## config.mk

```make
export PLATFORM = sky130hd
export DESIGN_NAME = sad_search_engine
export DESIGN_NICKNAME = d
export VERILOG_FILES = /design/src/rtl/sad_pkg.sv /design/src/rtl/sad_scan_counter.sv /design/src/rtl/sad_search_engine.sv
export SDC_FILE = /design/constraint.sdc
export NUM_CORES = 1
export LEC_CHECK = 0
export ABC_AREA = 1
export CORE_UTILIZATION = 40
export CTS_CLUSTER_SIZE = 40
export DETAILED_ROUTE_END_ITERATION = 12
export DONT_BUFFER_PORTS = 1
export PLACE_DENSITY_LB_ADDON = 0.15
export SLEW_MARGIN = 20
export SYNTH_ARGS = -nofsm -noshare
export SYNTH_HDL_FRONTEND = slang
export SYNTH_SLANG_ARGS = --single-unit
```

## constraint.sdc

```tcl
create_clock -name Clk -period 4.49 [get_ports Clk]
set_input_delay 0.2245 -clock Clk [delete_from_list [all_inputs] [get_ports Clk]]
set_output_delay 0.2245 -clock Clk [all_outputs]
set_load 0.02 [all_outputs]
```

## src/rtl/sad_pkg.sv

```systemverilog
// rtl/sad_pkg.sv - shared state encoding and derived-size helpers for the SAD search engine
package sad_pkg;

    typedef enum logic [2:0] {
        S_IDLE  = 3'd0,
        S_ISSUE = 3'd1,
        S_LAST  = 3'd2,
        S_CMP   = 3'd3,
        S_DONE  = 3'd4
    } sad_state_e;

    // Ceiling log2; clog2(1) == 0
    function automatic int clog2(input int v);
        int r;
        r = 0;
        for (int k = 0; k < 31; k++) begin
            if ((1 << k) < v) r = k + 1;
        end
        return r;
    endfunction

    function automatic int win_pix(input int ww, input int wh);
        return ww * wh;
    endfunction

    function automatic int cand_x(input int fw, input int ww);
        return fw - ww + 1;
    endfunction

    function automatic int cand_y(input int fh, input int wh);
        return fh - wh + 1;
    endfunction

    function automatic int ncand(input int fw, input int fh, input int ww, input int wh);
        return cand_x(fw, ww) * cand_y(fh, wh);
    endfunction

    // Derived constants for the default 64x64 frame / 4x4 window configuration
    localparam int DEF_WIN_PIX = win_pix(4, 4);
    localparam int DEF_CAND_X  = cand_x(64, 4);
    localparam int DEF_CAND_Y  = cand_y(64, 4);
    localparam int DEF_NCAND   = ncand(64, 64, 4, 4);

endpackage

```

## src/rtl/sad_scan_counter.sv

```systemverilog
// rtl/sad_scan_counter.sv - nested pixel (i,j) and candidate (x,y) counters with address generation
module sad_scan_counter
    import sad_pkg::*;
#(
    parameter int FRAME_W = 64,
    parameter int WIN_W   = 4,
    parameter int WIN_H   = 4,
    parameter int X_LAST  = 60,
    parameter int Y_LAST  = 60,
    parameter int ADDR_W  = 16
) (
    input  logic              clk,
    input  logic              resetn,
    input  logic              clear,
    input  logic              advance_pixel,
    input  logic              advance_candidate,
    output logic              last_pixel,
    output logic              last_candidate,
    output logic [ADDR_W-1:0] x,
    output logic [ADDR_W-1:0] y,
    output logic [ADDR_W-1:0] frame_addr,
    output logic [ADDR_W-1:0] win_addr
);

    logic [ADDR_W-1:0] i_q, i_d, j_q, j_d, x_q, x_d, y_q, y_d;

    logic i_wrap, j_wrap, x_wrap, y_wrap;

    assign i_wrap         = (i_q == ADDR_W'(WIN_W - 1));
    assign j_wrap         = (j_q == ADDR_W'(WIN_H - 1));
    assign x_wrap         = (x_q == ADDR_W'(X_LAST));
    assign y_wrap         = (y_q == ADDR_W'(Y_LAST));
    assign last_pixel     = i_wrap && j_wrap;
    assign last_candidate = x_wrap && y_wrap;

    assign x          = x_q;
    assign y          = y_q;
    assign frame_addr = (y_q + j_q) * ADDR_W'(FRAME_W) + (x_q + i_q);
    assign win_addr   = j_q * ADDR_W'(WIN_W) + i_q;

    // Next-count logic: i inner within the window, x inner across candidates
    always_comb begin
        i_d = i_q;
        j_d = j_q;
        x_d = x_q;
        y_d = y_q;
        if (clear) begin
            i_d = '0;
            j_d = '0;
            x_d = '0;
            y_d = '0;
        end else begin
            if (advance_pixel) begin
                i_d = i_wrap ? '0 : i_q + 1'b1;
                if (i_wrap) j_d = j_wrap ? '0 : j_q + 1'b1;
            end
            if (advance_candidate) begin
                x_d = x_wrap ? '0 : x_q + 1'b1;
                if (x_wrap) y_d = y_wrap ? '0 : y_q + 1'b1;
            end
        end
    end

    // Counter registers
    always_ff @(posedge clk) begin
        if (!resetn) begin
            i_q <= '0;
            j_q <= '0;
            x_q <= '0;
            y_q <= '0;
        end else begin
            i_q <= i_d;
            j_q <= j_d;
            x_q <= x_d;
            y_q <= y_d;
        end
    end

endmodule

```

## src/rtl/sad_search_engine.sv

```systemverilog
// rtl/sad_search_engine.sv - full-search block matcher returning the minimum-SAD window position
module sad_search_engine
    import sad_pkg::*;
#(
    parameter int PIX_W   = 8,
    parameter int FRAME_W = 64,
    parameter int FRAME_H = 64,
    parameter int WIN_W   = 4,
    parameter int WIN_H   = 4,
    parameter int ADDR_W  = 16,
    parameter int SAD_W   = 32
) (
    input  logic              Clk,
    input  logic              Reset,
    input  logic              start,
    output logic              busy,
    output logic              done,
    output logic              frame_rd_en,
    output logic [ADDR_W-1:0] frame_addr,
    input  logic [PIX_W-1:0]  frame_rd_data,
    output logic              win_rd_en,
    output logic [ADDR_W-1:0] win_addr,
    input  logic [PIX_W-1:0]  win_rd_data,
    output logic [31:0]       xCoord,
    output logic [31:0]       yCoord,
    output logic [31:0]       sad
);

    localparam int WIN_PIX = win_pix(WIN_W, WIN_H);
    localparam int X_LAST  = FRAME_W - WIN_W;
    localparam int Y_LAST  = FRAME_H - WIN_H;

    if (SAD_W < PIX_W + clog2(WIN_PIX) || SAD_W > 32 ||
        (64'd1 << ADDR_W) < 64'(FRAME_W * FRAME_H) ||
        WIN_W < 1 || WIN_H < 1 || WIN_W > FRAME_W || WIN_H > FRAME_H) begin : g_bad_params
        $error("sad_search_engine: illegal parameter combination");
    end

    sad_state_e        state_q, state_d;
    logic              busy_q, busy_d;
    logic              done_q, done_d;
    logic              rd_en_q, rd_en_d;
    logic              rd_valid_q, rd_valid_d;
    logic [SAD_W-1:0]  acc_q, acc_d;
    logic [SAD_W-1:0]  best_q, best_d;
    logic [ADDR_W-1:0] bx_q, bx_d, by_q, by_d;
    logic [31:0]       x_coord_q, x_coord_d, y_coord_q, y_coord_d, sad_q, sad_d;

    logic              cnt_clear, adv_pixel, adv_cand;
    logic              last_pixel, last_candidate;
    logic [ADDR_W-1:0] cur_x, cur_y;
    logic [PIX_W:0]    fe, we, abs_diff;

    sad_scan_counter #(
        .FRAME_W (FRAME_W),
        .WIN_W   (WIN_W),
        .WIN_H   (WIN_H),
        .X_LAST  (X_LAST),
        .Y_LAST  (Y_LAST),
        .ADDR_W  (ADDR_W)
    ) u_scan (
        .clk               (Clk),
        .resetn            (Reset),
        .clear             (cnt_clear),
        .advance_pixel     (adv_pixel),
        .advance_candidate (adv_cand),
        .last_pixel        (last_pixel),
        .last_candidate    (last_candidate),
        .x                 (cur_x),
        .y                 (cur_y),
        .frame_addr        (frame_addr),
        .win_addr          (win_addr)
    );

    assign fe       = {1'b0, frame_rd_data};
    assign we       = {1'b0, win_rd_data};
    assign abs_diff = (fe >= we) ? (fe - we) : (we - fe);

    assign busy        = busy_q;
    assign done        = done_q;
    assign frame_rd_en = rd_en_q;
    assign win_rd_en   = rd_en_q;
    assign xCoord      = x_coord_q;
    assign yCoord      = y_coord_q;
    assign sad         = sad_q;

    // Next-state, accumulate and best-compare logic; read data lands one cycle after its strobe
    always_comb begin
        state_d    = state_q;
        busy_d     = busy_q;
        done_d     = 1'b0;
        rd_en_d    = 1'b0;
        rd_valid_d = rd_en_q;
        acc_d      = acc_q;
        best_d     = best_q;
        bx_d       = bx_q;
        by_d       = by_q;
        x_coord_d  = x_coord_q;
        y_coord_d  = y_coord_q;
        sad_d      = sad_q;
        cnt_clear  = 1'b0;
        adv_pixel  = 1'b0;
        adv_cand   = 1'b0;

        if (rd_valid_q) acc_d = acc_q + SAD_W'(abs_diff);

        case (state_q)
            S_IDLE: begin
                if (start) begin
                    state_d   = S_ISSUE;
                    busy_d    = 1'b1;
                    acc_d     = '0;
                    best_d    = '1;
                    cnt_clear = 1'b1;
                    rd_en_d   = 1'b1;
                end
            end
            S_ISSUE: begin
                adv_pixel = 1'b1;
                if (last_pixel) state_d = S_LAST;
                else            rd_en_d = 1'b1;
            end
            S_LAST: begin
                state_d = S_CMP;
            end
            S_CMP: begin
                if (acc_q < best_q) begin
                    best_d = acc_q;
                    bx_d   = cur_x;
                    by_d   = cur_y;
                end
                acc_d    = '0;
                adv_cand = 1'b1;
                if (last_candidate) begin
                    state_d = S_DONE;
                end else begin
                    state_d = S_ISSUE;
                    rd_en_d = 1'b1;
                end
            end
            S_DONE: begin
                x_coord_d = 32'(bx_q);
                y_coord_d = 32'(by_q);
                sad_d     = 32'(best_q);
                done_d    = 1'b1;
                busy_d    = 1'b0;
                state_d   = S_IDLE;
            end
            default: begin
                state_d = S_IDLE;
                busy_d  = 1'b0;
            end
        endcase
    end

    // FSM and datapath registers; reset abandons any search in flight
    always_ff @(posedge Clk) begin
        if (!Reset) begin
            state_q    <= S_IDLE;
            busy_q     <= 1'b0;
            done_q     <= 1'b0;
            rd_en_q    <= 1'b0;
            rd_valid_q <= 1'b0;
            acc_q      <= '0;
            best_q     <= '0;
            bx_q       <= '0;
            by_q       <= '0;
            x_coord_q  <= '0;
            y_coord_q  <= '0;
            sad_q      <= '0;
        end else begin
            state_q    <= state_d;
            busy_q     <= busy_d;
            done_q     <= done_d;
            rd_en_q    <= rd_en_d;
            rd_valid_q <= rd_valid_d;
            acc_q      <= acc_d;
            best_q     <= best_d;
            bx_q       <= bx_d;
            by_q       <= by_d;
            x_coord_q  <= x_coord_d;
            y_coord_q  <= y_coord_d;
            sad_q      <= sad_d;
        end
    end

endmodule

```

; ---- After elaboration in Yosys (flattened, before gate mapping)
; Index checks and enable logic that the tools add are counted.
[word_totals]
register_bits = 231
input_bits = 19
word_cells = 79
[op_classes]
n_addsub = 11
n_lt_le_gt_ge = 2
eq_ne = 11
n_mux = 25
bitwise_logic = 2
n_reduce_logical = 12
[op_table]
columns = cell, count
row1 = 32-bit 2-to-1 mux, 4
row2 = 32-bit case mux with 2 select lines, 2
row3 = 16-bit by 1-bit adder with 16-bit output (second input constant), 4
row4 = 16-bit 2-to-1 mux, 4
row5 = 16-bit adder, 3
row6 = 32-bit by 9-bit adder with 32-bit output, 1
row7 = 16-bit by 2-bit == test with 1-bit output (second input constant), 2
row8 = 16-bit by 6-bit == test with 1-bit output (second input constant), 2
row9 = 32-bit < comparator, 1
row10 = 8-bit by 8-bit subtractor with 9-bit output, 2
row11 = 3-bit case mux with 4 select lines, 1
row12 = 10-bit adder, 1
row13 = 2-bit AND reduction, 5
row14 = 3-bit 2-to-1 mux, 3
row15 = 9-bit 2-to-1 mux, 1
row16 = 8-bit greater-or-equal comparator, 1
row17 = 1-bit 2-to-1 mux, 8
row18 = 3-bit by 2-bit == test with 1-bit output (second input constant), 2
row19 = 2-bit inequality test (second input constant), 3
row20 = 3-bit by 1-bit == test with 1-bit output (second input constant), 1
row21 = 3-bit == test (second input constant), 1
row22 = 3-bit logical NOT, 1
row23 = 1-bit case mux with 3 select lines, 1
row24 = 3-bit AND reduction, 1
row25 = 6 further kinds, 8

; ---- Logic depth before layout (Yosys ltp)
[depth]
depth_word = 6
mapped_depth = 25

; ---- Hierarchy
; Synthesis repeated with hierarchy kept, for this count alone.
[unflattened]
hier_cells = 2279
area_unflattened_um2 = 15386.0
[modules_own_cells]
columns = module, n_inst, cells_per_inst, area_each_um2, seq_area_each_um2
row1 = sad_search_engine, 1, 1268, 9073.7, 3343.2
row2 = sad_scan_counter, 1, 1011, 6312.3, 1281.2

; ---- Least setup slack after synthesis
; OpenSTA, ideal clock, no wires.
[synth_timing]
path_kind = register -> output
start = reg u_scan.y_q[0] (netlist: u_scan.y[0])
end = out frame_addr[15]
arrival_time_ns = 3.377
slack_ns = 0.888
stages_incl_launch_ff = 20
n_path_buf = 0
cell_sequence = dfxtp_1 > ha_1 > fa_1 > nand3_1 > nand3_1 > nand2_1 > nand2_1 > a21oi_1 > o21bai_1 > a21oi_1 > inv_1 > nand2_1 > nand2_1 > fa_1 > inv_1 > ha_1 > nand3_1 > nor4_1 > nor2_1 > xor2_1
[synth_between]
elab_chain_cells = 2
[synth_lines]
columns = item, line
row1 = "start, declared", sad_scan_counter.sv:25  ; logic [ADDR_W-1:0] i_q, i_d, j_q, j_d, x_q, x_d, y_q, y_d;
row2 = "start signal, assigned", sad_scan_counter.sv:75  ; y_q <= y_d;
row3 = 10-bit adder, sad_scan_counter.sv:38  ; assign frame_addr = (y_q + j_q) * ADDR_W'(FRAME_W) + (x_q + i_q);
row4 = 16-bit adder, sad_scan_counter.sv:38
row5 = "end, declared", sad_search_engine.sv:19  ; output logic [ADDR_W-1:0] frame_addr,
; Every way passes these cells.

; ---- Worst setup path in the final report
[layout_timing]
start = reg u_scan.j_q[2]
end = out frame_addr[14]
[layout_between]
elab_chain_cells = 2
[layout_lines]
columns = item, line
row1 = "start, declared", sad_scan_counter.sv:25
row2 = "start signal, assigned", sad_scan_counter.sv:73  ; j_q <= j_d;
row3 = 10-bit adder, sad_scan_counter.sv:38
row4 = 16-bit adder, sad_scan_counter.sv:38
; Every way passes these cells.

==> flow_summary.json <==
{
  "status": "completed",
  "clock_path_buffers": 3,
  "p_leak_nw": 6.98,
  "cp_top_family": "adder cells",
  "die_area_sq_um": 36000,
  "root_buffer": "clkbuf_16",
  "crit_fanout": 8,
  "antennaDiodeCount": 0,
  "crit_chain": "ha_1, a21oi_1, nand2_1, a21oi_1, xor2_1, fa_1, inv_1, ha_1, nand2_1, nor2_1, nand3_1, nand3_1, nand2_1, nand2_1, nand2_1, nand2_1, xor2_1",
  "period_needed_ps": 4400,
  "synth_area_leaders": "dfxtp_1 33%, nand2_1 9.8%, ha_1 9.2%, nor2_1 7.4%, inv_1 7.1%",
  "vias": 12336,
  "firstDrtPassIters": 5,
  "worst_ep_arrival_time_ps": 4170,
  "min_delay_path_depth": 3,
  "cap_violations": 0,
  "holdCritStartpoint": "Reset",
  "setup_viol": 0,
  "slew_viol_final": 0,
  "cp.buffers_inverters": 1,
  "slew_headroom": 0.421,
  "crit_path_max_incr_delay_ps": 520,
  "clk_latency_ps": 550,
  "portBuffers": 0,
  "cp.depth": 17,
  "cts.clk_slew.worst_paths_ps": 60,
  "holdWs_ps": 77.6,
  "hold_path_class": "in2reg",
  "cp.required_ps": 4270,
  "area_growth_pct": 8.50,
  "tightest_slew_ps": 861,
  "cts_buffers": 27,
  "skew_ps": 12.0,
  "ys_warn_count": 0,
  "wire_per_inst_microns": 14.6,
  "postRouteWirelength_microns": 36100,
  "synth.distinct_cells": 45,
  "grt_pass1_wl_microns": 59100,
  "htree_levels": 1,
  "layout_setup_ws_ps": 91.7,
  "synth-async-reset-ratio": 0,
  "hold-path-endpoint": "best_q[13]$_SDFFE_PN0P_",
  "avgSynthCellArea_sq_um": 6.94,
  "synth_top_cell_by_area": "dfxtp_1",
  "drt_iter0_drc": 553,
  "cts_tree": "built",
  "synth-seq-cells": 231,
  "nets": 2139,
  "wl_met1_microns": 17900,
  "core-area_sq_um": 34600,
  "worstSetupPathType": "reg2out",
  "fin_util": 0.441,
  "grt_pass1_vias": 11488,
  "reg2regPathDepth": 12,
  "ir_drop_uv": 287,
  "die_x_microns": 190,
  "ys_seq_area_frac": 0.328,
  "critPathLaunchType": "flop",
  "rsz0062_at_grt": "yes",
  "worst_r2r_endpoint": "by_q[4]$_SDFFE_PN0P_",
  "power_density_nw_per_um2": 333,
  "layout_common_cells": "369 x nand2_1, 279 x nor2_1, 266 x inv_1, 229 x dfxtp_1, 191 x a21oi_1",
  "syn_area_sq_um": 14100,
  "cts.sinks": 231,
  "reg2reg_from": "best_q[31]$_SDFFE_PN0P_",
  "drcViolationCount": 0,
  "ff2ff_setup_slack_ps": 1680,
  "hpwlAfterDp_microns": 26800,
  "grt_max_degree": 130,
  "antenna_found_initial": 0,
  "io_pins": 151,
  "avgViaCountPerCell": 4.98,
  "synth_enable_flop_cells": 0,
  "preCtsSetupSlack_ps": 528,
  "initial_core_util": 0.407,
  "final_common_cell": "nand2_1",
  "overflow": 0,
  "wl_met2_microns": 15100,
  "die_h_microns": 190,
  "wl_met3_microns": 2430,
  "cpMostUsedCell": "nand2_1",
  "fp-row-count": 68,
  "timing.fmax_mhz": 227,
  "hold_viol": 0,
  "synth-main-ff-cell": "dfxtp_1",
  "min_period_over_period": 0.980,
  "crit_slowest_cell": "dfxtp_1",
  "yosysTopAreaCellShare": 0.328,
  "netlist_instances": 2028,
  "end_kind": "output pin",
  "grt_usage": 0.200,
  "gp_congestion": 0.862,
  "highest_layer": "met4",
  "postRouteAntennaNets": 0,
  "drive_gt1_frac": 0.0391
}
==> metrics by stage <==
| stage | area [sq um] | total power, W | cells | setup TNS, ps |
|---|---|---|---|---|
| global placement | 14300 | 0.00289 | 2425 | 0 |
| global route | 15300 | 0.00535 | 2476 | -281 |
| floorplan | 14200 | 0.00279 | 2059 | 0 |
| CTS | 15200 | 0.00516 | 2476 | 0 |
| finish | 15300 | 0.00508 | 2476 | 0 |
| detailed placement | 14300 | 0.00290 | 2425 | 0 |
==> how the worst max path moves through the flow <==
stage / endpoint / start
after floorplan: frame_addr[15] / u_scan.y[0]$_SDFFE_PP0P_
after global placement: frame_addr[15] / u_scan.j_q[0]$_SDFFE_PP0P_
after detailed placement: frame_addr[15] / u_scan.j_q[0]$_SDFFE_PP0P_
after CTS: frame_addr[15] / u_scan.y[0]$_SDFFE_PP0P_
after global routing: frame_addr[15] / u_scan.y[0]$_SDFFE_PP0P_
final: frame_addr[14] / u_scan.j_q[2]$_SDFFE_PP0P_
==> flip-flops by register name (all words and copies together) (netlist names) <==
name,count
acc_q,32
best_q,32
sad,32
bx_q,16
by_q,16
u_scan.i_q,16
u_scan.j_q,16
u_scan.x,16
u_scan.y,16
xCoord,16
yCoord,16
state_q,3
busy,1
done,1
frame_rd_en,1
rd_valid_q,1
==> logic make-up (layout without fill, tap and decap cells) <==
kind of cell / Yosys count / after routing / synth area share
other cells: 1 / 32 / 0.000266
simple gates: 886 / 886 / 0.272
fa+ha+maj: 119 / 119 / 0.114
buf+inv: 372 / 334 / 0.111
xor+xnor: 69 / 69 / 0.0429
flops: 231 / 231 / 0.328
compound gates: 350 / 350 / 0.132
==> cells in the mapped netlist, types with 4 or more instances <==
cell / count
nand2_1: 369
nor2_1: 279
inv_1: 266
dfxtp_1: 231
a21oi_1: 192
o21ai_0: 121
ha_1: 104
nand3_1: 86
nand4_1: 58
xor2_1: 41
buf_4: 39
clkbuf_1: 39
nor3_1: 39
xnor2_1: 28
nor4_1: 22
fa_1: 15
buf_2: 14
nor3b_1: 12
buf_1: 9
a211oi_1: 7
o21a_1: 7
nand3b_1: 6
a21o_1: 5
a31oi_1: 4
or2_2: 4
==> per-layer routing <==
layer	vias up	track usage
met5	-	0
met1	5542	0.283
met2	263	0.310
met3	38	0.0445
li1	6493	-
met4	0	0.0397
==> power breakdown <==
group	internal [W]	switching (W)
Combinational	0.000222	0.000463
Sequential	0.00213	0.0000543
Clock	0.00132	0.000887
Total	0.00368	0.00140
==> worst reg2reg max path, delay by kind of cell (launching register included) <==
kind / cells / cell delay [ps]
simple gates: 8 / 1270
fa+ha+maj: 1 / 300
flops: 1 / 320
buf+inv: 3 / 870
==> area by class of cell <==
| type | instances | area (sq um) |
|---|---|---|
| flip-flops and latches | 231 | 4630 |
| repair buffers | 14 | 128 |
| clock buffers | 40 | 785 |
| clock inverters | 9 | 113 |
| inverters | 271 | 1020 |
| fillers | 3640 | 19400 |
| multi-input cells | 1456 | 8030 |
| well taps | 455 | 569 |
==> repair_timing <==
action	in CTS	in global routing
hold endpoints to repair	134	0
hold buffers	2	0
resized for setup	2	4
gates cloned	0	0
pin swaps	0	2
setup buffers	0	0
setup endpoints to repair	1	2
Power figures use the tool's default switching activity.
